**src/rtl/dsp_mac_seq_if.sv**
```systemverilog
// dsp_mac_seq_if: command, operand stream, MAC port and result stream bundle for the MAC sequencer
interface dsp_mac_seq_if #(parameter int LEN_W = 10, parameter int RES_W = 27);
  logic start;
  logic [LEN_W-1:0] vec_len;
  logic busy;
  logic in_valid;
  logic in_ready;
  logic [7:0] in_ax;
  logic [17:0] in_bx;
  logic [7:0] in_ay;
  logic [17:0] in_by;
  logic [7:0] mac_ax;
  logic [17:0] mac_bx;
  logic [7:0] mac_ay;
  logic [17:0] mac_by;
  logic mac_accumulate;
  logic [2:0] mac_ena;
  logic [RES_W-1:0] mac_resulta;
  logic out_valid;
  logic out_ready;
  logic [RES_W-1:0] out_data;
  modport master (
    output start, vec_len, in_valid, in_ax, in_bx, in_ay, in_by, mac_resulta, out_ready,
    input busy, in_ready, mac_ax, mac_bx, mac_ay, mac_by, mac_accumulate, mac_ena, out_valid, out_data
  );
  modport slave (
    input start, vec_len, in_valid, in_ax, in_bx, in_ay, in_by, mac_resulta, out_ready,
    output busy, in_ready, mac_ax, mac_bx, mac_ay, mac_by, mac_accumulate, mac_ena, out_valid, out_data
  );
endinterface

```
**src/rtl/dsp_mac_seq.sv**
```systemverilog
// dsp_mac_seq: feeds one vector into a DSP MAC slice, drains its pipeline and holds the result
module dsp_mac_seq #(
  parameter int LAT = 3,
  parameter int LEN_W = 10,
  parameter int RES_W = 27
) (
  input logic clk0,
  input logic aclr0_n,
  dsp_mac_seq_if.slave bus
);
  localparam int CNT_W = LAT > 1 ? $clog2(LAT) : 1;
  typedef enum logic [1:0] {IDLE, FEED, DRAIN, HOLD} state_t;
  state_t state, state_n;
  logic [LEN_W-1:0] remaining;
  logic [CNT_W-1:0] cnt;
  logic first;
  logic [RES_W-1:0] data_q;
  logic feed, drain, beat;
  assign feed = state == FEED;
  assign drain = state == DRAIN;
  assign beat = feed & bus.in_valid;
  always_ff @(posedge clk0 or negedge aclr0_n) begin
    if (!aclr0_n) begin
      state <= IDLE;
      remaining <= '0;
      cnt <= '0;
      first <= 1'b0;
      data_q <= '0;
    end else begin
      state <= state_n;
      if (state == IDLE && bus.start) begin
        remaining <= bus.vec_len;
        first <= 1'b1;
        data_q <= '0;
      end
      if (beat) begin
        remaining <= remaining - 1'b1;
        first <= 1'b0;
        cnt <= CNT_W'(LAT - 1);
      end
      if (drain) begin
        cnt <= cnt - 1'b1;
        if (cnt == '0) data_q <= bus.mac_resulta;
      end
    end
  end
  always_comb begin
    state_n = state;
    case (state)
      IDLE: if (bus.start) state_n = bus.vec_len != '0 ? FEED : HOLD;
      FEED: if (bus.in_valid && remaining == LEN_W'(1)) state_n = DRAIN;
      DRAIN: if (cnt == '0) state_n = HOLD;
      HOLD: if (bus.out_ready) state_n = IDLE;
      default: state_n = IDLE;
    endcase
  end
  // a bubble freezes the whole MAC pipeline; draining adds zeros while the last beat ripples out
  assign bus.busy = state != IDLE;
  assign bus.in_ready = feed;
  assign bus.out_valid = state == HOLD;
  assign bus.out_data = data_q;
  assign bus.mac_ax = feed ? bus.in_ax : '0;
  assign bus.mac_bx = feed ? bus.in_bx : '0;
  assign bus.mac_ay = feed ? bus.in_ay : '0;
  assign bus.mac_by = feed ? bus.in_by : '0;
  assign bus.mac_ena = feed ? {3{bus.in_valid}} : drain ? 3'b111 : 3'b000;
  assign bus.mac_accumulate = feed ? ~first : drain;
endmodule

```
**src/flat_wrapper.sv**
```systemverilog
// flat-port wrapper written by rule: the top's interface ports become plain ports
module dsp_mac_seq_flat 
#(
  parameter int LAT = 3,
  parameter int LEN_W = 10,
  parameter int RES_W = 27
)
  (clk0, aclr0_n, bus_start, bus_vec_len, bus_in_valid, bus_in_ax, bus_in_bx, bus_in_ay, bus_in_by, bus_mac_resulta, bus_out_ready, bus_busy, bus_in_ready, bus_mac_ax, bus_mac_bx, bus_mac_ay, bus_mac_by, bus_mac_accumulate, bus_mac_ena, bus_out_valid, bus_out_data);
  dsp_mac_seq_if #(.LEN_W(LEN_W), .RES_W(RES_W)) bus_i ();
  input logic clk0;
  input logic aclr0_n;
  input wire logic [$bits(bus_i.start)-1:0] bus_start;
  input wire logic [$bits(bus_i.vec_len)-1:0] bus_vec_len;
  input wire logic [$bits(bus_i.in_valid)-1:0] bus_in_valid;
  input wire logic [$bits(bus_i.in_ax)-1:0] bus_in_ax;
  input wire logic [$bits(bus_i.in_bx)-1:0] bus_in_bx;
  input wire logic [$bits(bus_i.in_ay)-1:0] bus_in_ay;
  input wire logic [$bits(bus_i.in_by)-1:0] bus_in_by;
  input wire logic [$bits(bus_i.mac_resulta)-1:0] bus_mac_resulta;
  input wire logic [$bits(bus_i.out_ready)-1:0] bus_out_ready;
  output wire logic [$bits(bus_i.busy)-1:0] bus_busy;
  output wire logic [$bits(bus_i.in_ready)-1:0] bus_in_ready;
  output wire logic [$bits(bus_i.mac_ax)-1:0] bus_mac_ax;
  output wire logic [$bits(bus_i.mac_bx)-1:0] bus_mac_bx;
  output wire logic [$bits(bus_i.mac_ay)-1:0] bus_mac_ay;
  output wire logic [$bits(bus_i.mac_by)-1:0] bus_mac_by;
  output wire logic [$bits(bus_i.mac_accumulate)-1:0] bus_mac_accumulate;
  output wire logic [$bits(bus_i.mac_ena)-1:0] bus_mac_ena;
  output wire logic [$bits(bus_i.out_valid)-1:0] bus_out_valid;
  output wire logic [$bits(bus_i.out_data)-1:0] bus_out_data;
  assign bus_i.start = bus_start;
  assign bus_i.vec_len = bus_vec_len;
  assign bus_i.in_valid = bus_in_valid;
  assign bus_i.in_ax = bus_in_ax;
  assign bus_i.in_bx = bus_in_bx;
  assign bus_i.in_ay = bus_in_ay;
  assign bus_i.in_by = bus_in_by;
  assign bus_i.mac_resulta = bus_mac_resulta;
  assign bus_i.out_ready = bus_out_ready;
  assign bus_busy = bus_i.busy;
  assign bus_in_ready = bus_i.in_ready;
  assign bus_mac_ax = bus_i.mac_ax;
  assign bus_mac_bx = bus_i.mac_bx;
  assign bus_mac_ay = bus_i.mac_ay;
  assign bus_mac_by = bus_i.mac_by;
  assign bus_mac_accumulate = bus_i.mac_accumulate;
  assign bus_mac_ena = bus_i.mac_ena;
  assign bus_out_valid = bus_i.out_valid;
  assign bus_out_data = bus_i.out_data;
  dsp_mac_seq #(.LAT(LAT), .LEN_W(LEN_W), .RES_W(RES_W)) u_core (.clk0(clk0), .aclr0_n(aclr0_n), .bus(bus_i));
endmodule
```
**config.mk**
```make
export PLATFORM = sky130hd
export DESIGN_NAME = dsp_mac_seq_flat
export DESIGN_NICKNAME = d
export VERILOG_FILES = /design/src/rtl/dsp_mac_seq_if.sv /design/src/rtl/dsp_mac_seq.sv /design/src/flat_wrapper.sv
export SDC_FILE = /design/constraint.sdc
export NUM_CORES = 1
export LEC_CHECK = 0
export ABC_AREA = 0
export ABC_CLOCK_PERIOD_IN_PS = 1700
export CORE_ASPECT_RATIO = 0.75
export CORE_MARGIN = 4
export CORE_UTILIZATION = 50
export DETAILED_ROUTE_END_ITERATION = 6
export DONT_BUFFER_PORTS = 1
export PLACE_DENSITY = 0.78
export SETUP_SLACK_MARGIN = 0.4
export SYNTH_ARGS = -nofsm -noshare
export SYNTH_HDL_FRONTEND = slang
export SYNTH_SLANG_ARGS = --single-unit
export TNS_END_PERCENT = 5
```
**constraint.sdc**
```tcl
create_clock -name clk0 -period 1.7 [get_ports clk0]
set_clock_uncertainty 0.1 [all_clocks]
set_input_delay 0.17 -clock clk0 [delete_from_list [all_inputs] [get_ports clk0]]
set_output_delay 0.17 -clock clk0 [all_outputs]
set_load 0.03 [all_outputs]
```
# Word-level counts from Yosys, hierarchy flattened
# Cells that the tools add are included.
dict set report classes {
  n_addsub 2
  n_eq_ne 8
  mux 22
  bitwise_logic 2
  n_reduce_logical 9
}
# cell n
set op_table {}
lappend op_table {{$mux W27} 3}
lappend op_table {{$mux W18} 2}
lappend op_table {{$mux W10} 2}
lappend op_table {{$mux W8} 2}
lappend op_table {{$mux W2} 7}
lappend op_table {{$eq A10 B1 Y1 const B} 1}
lappend op_table {{$reduce_bool A10 Y1} 1}
lappend op_table {{$sub A10 B1 Y10 const B} 1}
lappend op_table {{$ne A2 B2 Y1 const B} 4}
lappend op_table {{$pmux W2 S4} 1}
lappend op_table {{$mux W3} 2}
lappend op_table {{$reduce_bool A2 Y1} 3}
lappend op_table {{$eq A2 B2 Y1 const B} 2}
lappend op_table {{$logic_not A2 Y1} 2}
lappend op_table {{$reduce_and A4 Y1} 1}
lappend op_table {{$mux W1} 3}
lappend op_table {{$eq A2 B1 Y1 const B} 1}
lappend op_table {{$logic_and A1 B1 Y1} 2}
lappend op_table {{$sub A2 B1 Y2 const B} 1}
lappend op_table {{$and A1 B1 Y1} 1}
lappend op_table {{$not A1 Y1} 1}
dict set report word_totals {
  regBits 42
  inputBits 94
  out_inout_bits 86
  wordCells 48
}

# Longest topological paths before layout
# Gate-level depths: netlist of run 1.
dict set report logic_depth {
  ltp_word 5
  ltp_mapped 8
  mapped_depth_nobuf 6
}

# Least setup slack after synthesis of run 1
# Ideal clock, no wire load.
dict set report synth_path {
  kind {reg-to-output}
  startpoint {register u_core.state[1]}
  endpoint {output bus_mac_ena[1]}
  arrival_time_ns 2.102
  required_time_ns 1.430
  path_slack_ns -0.672
  stages_incl_launch_ff 6
  path_buffers 2
  cell_sequence {dfrtp_1 > inv_1 > ha_1 > clkbuf_1 > o21ai_0 > buf_4}
}
dict set report synth_between {
  elab_cells_between_ends 4
  cone_classes {2 x eq/ne; 2 x mux}
}
# item line_no
set synth_rtl {}
lappend synth_rtl {{from (decl)} dsp_mac_seq.sv:13} ;# state_t state, state_n;
lappend synth_rtl {{from (signal assigned)} dsp_mac_seq.sv:30} ;# state <= state_n;
lappend synth_rtl {{$eq A2 B1 Y1} dsp_mac_seq.sv:19} ;# assign feed = state == FEED;
lappend synth_rtl {{via bus_in_ready} flat_wrapper.sv:22} ;# output wire logic [$bits(bus_i.in_ready)-1:0] bus_in_ready;
lappend synth_rtl {{$mux W3} dsp_mac_seq.sv:66} ;# assign bus.mac_ena = feed ? {3{bus.in_valid}} : drain ? 3'b111 : 3'b000;
lappend synth_rtl {{to (decl)} flat_wrapper.sv:28} ;# output wire logic [$bits(bus_i.mac_ena)-1:0] bus_mac_ena;
# The timed path passes the listed nets, and every way through them passes these cells.

# Final worst setup path of run 1
dict set report layout_path {
  startpoint {register u_core.state[1]}
  endpoint {output bus_mac_accumulate}
}
dict set report layout_between {
  elab_chain_len 2
  elab_cells_between_ends 3
  cone_classes {2 x eq/ne; 1 x mux}
}
# item line_no
set layout_rtl {}
lappend layout_rtl {{$eq A2 B2 Y1 or $eq A2 B1 Y1 (tied branches)} {dsp_mac_seq.sv:20, dsp_mac_seq.sv:19}}
lappend layout_rtl {{$mux W1 (*)} dsp_mac_seq.sv:67} ;# assign bus.mac_accumulate = feed ? ~first : drain;
lappend layout_rtl {{to (decl)} flat_wrapper.sv:27} ;# output wire logic [$bits(bus_i.mac_accumulate)-1:0] bus_mac_accumulate;
# Mark *: on every way between the ends. The rest lies on a longest branch, timed or not.

==> results of run 1 <==
metrics by stage:
| stage | util, % | instances | worst slack, ns | hold WS [ns] |
|---|---|---|---|---|
| floorplan | - | 226 | 0.00818 | -0.226 |
| global placement | 61.3 | 287 | -0.0845 | -0.225 |
| detailed placement | 61.3 | 287 | -0.121 | -0.225 |
| CTS | 76.5 | 341 | -0.0940 | 0.0557 |
| global route | 83.0 | 350 | -0.170 | 0.0966 |
| finish | 83.0 | 350 | -0.123 | 0.0862 |
sequential cells by signal (all words and copies together), names as in the netlist:
signal,flops
u_core.first,1
u_core.remaining,10
u_core.cnt,2
u_core.bus.out_data,27
u_core.state,2
what timing repair did:
item | CTS | global route
buffers inserted | 7 | 4
endpoints found under the hold margin | 79 | 0
cloned | 1 | 5
resized for setup | 25 | 60
pin swaps | 9 | 28
setup endpoints to repair | 101 | 101
hold buffers | 39 | 0
worst reg2reg max path, stage by stage (launching register included):
cell and delay, ns:
dfrtp_1 0.46, ha_4 0.27, buf_6 0.16, a22o_4 0.24, and3_1 0.18, a221o_1 0.31
metal layers:
layer	track usage (%)	vias up
met5	0	-
met4	4.55	0
met3	5.73	19
met2	48.1	144
met1	30.4	1077
li1	-	931
final timing paths:
| path | start | to |
|---|---|---|
| max in group asynchronous | aclr0_n | u_core.cnt[0] |
| worst max register to register | u_core.state[0] | u_core.remaining[7] |
| worst min register to register | u_core.cnt[0] | u_core.cnt[0] |
| worst min-delay path | bus_vec_len[2] | u_core.state[1] |
| worst max-delay path | u_core.state[1] | bus_mac_accumulate |
| min in group asynchronous | aclr0_n | u_core.state[0] |
cell families after synthesis:
logic type / Yosys count / synth area share [%]
and+or+nand+nor: 87 / 22.8
AOI/OAI and AO/OA: 58 / 19.9
DFF: 42 / 46.2
buffers and inverters: 27 / 4.90
adders and majority gates: 8 / 4.40
muxes: 4 / 1.76
placed cells by master (no fill, tap or decap), types with 2 or more instances in the layout:
| master | n |
|---|---|
| a211oi_1 | 2 |
| a21oi_1 | 2 |
| a221o_1 | 2 |
| a22o_1 | 27 |
| a22oi_1 | 3 |
| and2_2 | 8 |
| and2_4 | 48 |
| and3_1 | 2 |
| buf_12 | 5 |
| buf_4 | 22 |
| buf_6 | 8 |
| clkbuf_16 | 4 |
| clkbuf_8 | 5 |
| clkinv_2 | 2 |
| dfrtp_1 | 42 |
| dlygate4sd3_1 | 38 |
| ha_1 | 5 |
| ha_4 | 3 |
| inv_1 | 6 |
| inv_2 | 3 |
| mux2i_1 | 3 |
| nand2_1 | 3 |
| nor2_1 | 9 |
| nor2_4 | 3 |
| nor3_1 | 2 |
| nor3_4 | 2 |
| nor4_1 | 3 |
| o21a_1 | 2 |
| o21ai_0 | 7 |
| o21ai_1 | 2 |
where the power goes:
group | internal [uW] | switching, uW | total [uW]
Clock | 276 | 348 | 625
Combinational | 2040 | 2590 | 4630
Sequential | 1420 | 886 | 2300
Total | 3740 | 3820 | 7560
cell type report:
type                            instances  area, um2  area share (%)
Multi-Input combinational cell        158       1390            39.7
Sequential cell                        42       1050            30.1
Timing Repair Buffer                   78        863            24.7
Clock buffer                            5       68.8            1.97
Tap cell                               55       68.8            1.97
Inverter                               10       40.0            1.15
Clock inverter                          2       10.0           0.287
==> flow_summary_export.csv, run 1 <==
group,metric,value,unit
yosys,synth.most_common_cell,"and2_1",
power_and_ir_drop,vdd_drop_max,1.58,mV
yosys,synth_area,2270,um2
power_and_ir_drop,p_total,7560,uW
yosys,synth_top_cell_area_share,46.2,%
final_layout,fin_area,3490,um2
worst_setup_path,regToRegSetupSlack,-0.12,ns
worst_setup_path,critPathLaunchType,"register",
yosys,syn-instance-count,226,
grt,grt_max_degree,43,
yosys,synth_async_sr_flop_share,100,%
timing,slew_violations,0,
timing,finalSetupTns,-3.93,ns
route,met1_length,3.11,mm
yosys,synth_area_leaders,"dfrtp_1 46%, and2_1 15%, a22o_1 11%, ha_1 4.4%, o21ai_0 2.2%",
grt,grt_overflow,0,
grt,track_usage,25.7,%
outcome,outcome,"finished, violations left",
die,die_h,66.4,um
yosys,synth_edf_count,0,
placed_design,place_area,2570,um2
cts,clk_pin_slew,0.08,ns
final_layout,syn_to_final_growth,53.4,%
final_layout,layout-drive-gt1-share,42.7,%
worst_setup_path,cp-end-kind,"output pin",
yosys,synth-seq-area-share,46.2,%
cts,cts-root-buf,"clkbuf_8",
worst_setup_path,crit_chain,"inv_2, ha_4, buf_12, nor2_4, a21oi_2, buf_6",
cts,cts_tree,"yes",
cts,insertion_delay,0.30,ns
timing,finalWorstSetupSlack,-0.123,ns
route,ant_nets,0,
timing,max_freq,0.548,GHz
timing,period_share,107,%
route,totalWireLength,8.58,mm
timing,relSlewSlack,75.5,%
final_layout,n_antenna_cell,0,
route,num_vias,2171,
worst_setup_path,worstPathRequired,1.43,ns
die,die_x,85.9,um
grt,grt_pass1_wl,11.0,mm
worst_setup_path,crit_fanout,7,
die,top_level_ports,180,
yosys,synth_commonest_cells,"56 x and2_1, 42 x dfrtp_1, 28 x a22o_1, 13 x clkbuf_1",
flow_run,drv_cap,0,
die,core-area,4200,um2
timing,grt_setup_unrepaired,"yes",
power_and_ir_drop,p_per_area,2170,nW/um2
placed_design,routabilityCongestion,0.915,
worst_setup_path,cp_slowest_cell,"dfrtp_1",
worst_setup_path,crit_path_max_incr_delay,0.41,ns
worst_setup_path,path_class,"register to output pin",
yosys,avgSynthCellArea,10.1,um2
route,viasPerCell,6.20,
route,top_layer_used,"met4",
worst_setup_path,worst-path-stages,6,
route,wl_met2,4.71,mm
hold_path,hold_class,"input pin to register",
die,start_util,54.1,%
yosys,ys_ff_latch,42,
cts,clockBufferDepth,2,
grt,antenna_found_initial,0,
die,placementRows,20,
timing,period_needed,1.82,ns
route,drc,0,
yosys,yosys_warnings,0,
timing,worst_slew_pin_slew,0.365,ns
placed_design,portBuffers,0,
worst_setup_path,worstPathArrival,1.55,ns
worst_setup_path,path_buf_inv,3,
cts,htree_levels,2,
yosys,yosys.area.top_type,"dfrtp_1",
grt,grt_pass1_vias,2037,
route,dr_wl_met3,648,um
final_layout,final_nets,397,
worst_setup_path,path_delay_family,"buffers and inverters",
yosys,synthDistinctLibCells,34,
yosys,syn_nets,328,
hold_path,hold-path-cell-count,3,
route,wl_per_cell,24.5,um
timing,setup_viol,69,
route,drt_iter0_markers,156,
cts,cts_made_buffers,5,
placed_design,dp_hpwl,5.04,mm
outcome,violations,"setup timing",
worst_setup_path,r2r_cells,5,
power_and_ir_drop,power_leakage,0.00162,uW
final_layout,n_fill_cell,227,
timing,hold_viol_final,0,
route,drtPass1Iterations,4,
die,dieArea,5700,um2
cts,cts_sinks,42,
yosys,synthFlopType,"dfrtp_1",
Note: power is estimated with default switching activity, not from simulation.
==> inputs of run 2 (changes only) <==
HOLD_SLACK_MARGIN = 0.02   (was unset)
RECOVER_POWER = 25   (was unset)
SETUP_SLACK_MARGIN = 0.15   (was 0.4)
==> run 2 against run 1 <==
Against the previous run: the run still ends with setup timing left; clock-buffer cell count unchanged; power about the same; final cell count increased by 0.57%; sequential power about the same; hold slack got worse by 0.0096 ns; global-route usage decreased by 0.081 points; final area decreased by 0.18%; highest routed layer unchanged.
==> flow_summary_export.csv, run 2 (synthesized netlist as in run 1, its figures left out) <==
group,metric,value,unit
worst_setup_path,critPathLaunchType,"register",
timing,hold_viol_final,0,
route,drt_iter0_markers,172,
route,drc,0,
final_layout,n_fill_cell,223,
worst_setup_path,regToRegSetupSlack,-0.14,ns
power_and_ir_drop,internal_power,3730,uW
route,wl_per_cell,24.8,um
grt,grt_pass1_wl,11.0,mm
cts,clockBufferDepth,2,
worst_setup_path,crit_chain,"or4_4, nor3_4, a211oi_1, a221o_1",
final_layout,mostFrequentLayoutCells,"44 x and2_4, 42 x dfrtp_1, 38 x dlygate4sd3_1",
hold_path,hold_class,"input pin to register",
timing,grt_setup_unrepaired,"yes",
cts,cts_made_buffers,5,
power_and_ir_drop,p_seq_share,30.4,%
final_layout,syn_to_final_growth,53.2,%
worst_setup_path,worstPathRequired,1.78,ns
grt,grt_max_degree,43,
die,die_h,66.4,um
grt,track_usage,25.6,%
timing,finalSetupTns,-4.30,ns
route,totalWireLength,8.72,mm
final_layout,layout-drive-gt1-share,43.4,%
die,start_util,54.1,%
die,top_level_ports,180,
cts,insertion_delay,0.29,ns
power_and_ir_drop,power_leakage,0.00161,uW
route,num_vias,2235,
worst_setup_path,r2r_cells,4,
cts,cts-root-buf,"clkbuf_8",
power_and_ir_drop,p_total,7560,uW
timing,slew_violations,0,
final_layout,finalNonFillerCells,352,
die,die_x,85.9,um
worst_setup_path,path_class,"register to register",
grt,grt_overflow,0,
die,placementRows,20,
timing,max_freq,0.545,GHz
outcome,violations,"setup timing",
worst_setup_path,timing.rr.end,"u_core.remaining[7]",
cts,htree_levels,2,
power_and_ir_drop,p_per_area,2170,nW/um2
worst_setup_path,worstPathArrival,1.92,ns
timing,period_share,108,%
route,drtPass1Iterations,5,
power_and_ir_drop,switching_share,50.7,%
worst_setup_path,path_buf_inv,0,
hold_path,holdPathEnd,"u_core.first",
power_and_ir_drop,power.switching,3830,uW
final_layout,multi_input_area,1380,um2
timing,worst_slew_pin_slew,1.02,ns
hold_path,hold_path.startpoint,"bus_in_valid",
route,viasPerCell,6.35,
grt,grt_pass1_vias,2036,
placed_design,dp_hpwl,5.04,mm
final_layout,n_antenna_cell,0,
die,dieArea,5700,um2
power_and_ir_drop,clkPwrFrac,8.3,%
final_layout,final_nets,399,
power_and_ir_drop,vdd_drop_max,1.55,mV
power_and_ir_drop,pwr-share-comb,61.2,%
placed_design,portBuffers,0,
worst_setup_path,cp_slowest_cell,"or4_4",
cts,clk_pin_slew,0.08,ns
timing,period_needed,1.84,ns
worst_setup_path,path_delay_family,"simple AND/OR/NAND/NOR gates",
timing,hold_ws,0.0766,ns
timing,finalWorstSetupSlack,-0.135,ns
placed_design,routabilityCongestion,0.915,
outcome,outcome,"finished, violations left",
worst_setup_path,crit_fanout,4,
cts,cts_sinks,42,
cts,cts_tree,"yes",
route,ant_nets,0,
grt,antenna_found_initial,0,
die,core-area,4200,um2
timing,relSlewSlack,32.1,%
final_layout,final_common_cell,"and2_4",
timing,setup_viol,83,
hold_path,hold-path-cell-count,3,
final_layout,largest_register_ffs,27,
final_layout,seqCellArea,1050,um2
worst_setup_path,crit_path_max_incr_delay,0.58,ns
worst_setup_path,r2r-start,"u_core.remaining[1]",
flow_run,drv_cap,0,
placed_design,dp_cells,287,
final_layout,final_util,82.8,%
worst_setup_path,cp-end-kind,"register",
[run 2: cell count changes in the layout (fill, tap and decap cells not counted)]
cell	before	now
and3_1	2	1
and3_4	0	1
ha_4	3	2
and2_2	8	12
clkbuf_2	0	1
buf_4	22	25
ha_2	0	1
o32ai_1	1	0
inv_2	3	2
and2_4	48	44
o32ai_2	0	1
buf_12	5	4
buf_6	8	7
inv_1	6	7
[run 2: worst max-delay path by stage]
| stage | startpoint | endpoint | slack, ns | cells after the start |
|---|---|---|---|---|
| after floorplan | u_core.state[0] | u_core.remaining[3] | 0.008 | 7 |
| after global placement | u_core.state[1] | u_core.remaining[2] | -0.08 | 7 |
| after detailed placement | u_core.state[1] | u_core.remaining[2] | -0.12 | 7 |
| after CTS | u_core.state[0] | u_core.remaining[7] | -0.09 | 5 |
| after global routing | u_core.state[1] | u_core.remaining[7] | -0.19 | 7 |
| final | u_core.remaining[1] | u_core.remaining[7] | -0.14 | 4 |
[run 2: what timing repair did]
action | in CTS | in global routing
hold buffers | 39 | 0
hold endpoints to repair | 79 | 0
gates cloned | 1 | 5
setup buffers | 7 | 6
resized for setup | 24 | 56
pin swaps | 9 | 17
endpoints found under the setup margin | 95 | 98
[run 2: final cells by class]
cell class | instances | share of cell area, %
well taps | 55 | 1.98
clock buffers | 5 | 1.98
clock inverters | 2 | 0.287
flip-flops and latches | 42 | 30.2
repair buffers | 80 | 24.7
multi-input cells | 158 | 39.7
inverters | 10 | 1.15
[run 2: power groups by stage]
stage | registers, uW | logic, uW | clock network [uW]
6_report | 2300 | 4630 | 631
5_1_grt | 2340 | 4900 | 666
4_1_cts | 2270 | 3830 | 613
3_5_place_dp | 2290 | 3320 | 0
3_3_place_gp | 2290 | 3230 | 0
2_1_floorplan | 2200 | 2760 | 0
[run 2: stage by stage]
stage	worst slack, ns	area (um2)
global placement	-0.0845	2570
floorplan	0.00818	2430
detailed placement	-0.121	2570
finish	-0.135	3480
global route	-0.189	3480
CTS	-0.0940	3210
[run 2: routing by layer]
layer / vias up / global-route usage, % / routed length (um)
met5: - / 0 / 0
met4: 0 / 4.55 / 180
met3: 26 / 5.73 / 759
met2: 173 / 47.9 / 4770
met1: 1097 / 30.3 / 3010
li1: 939 / - / -
[run 2: worst min-delay path, cell delays in order]
cell and delay [ns]:
nand2_8 0.04, buf_6 0.12, o21a_1 0.10
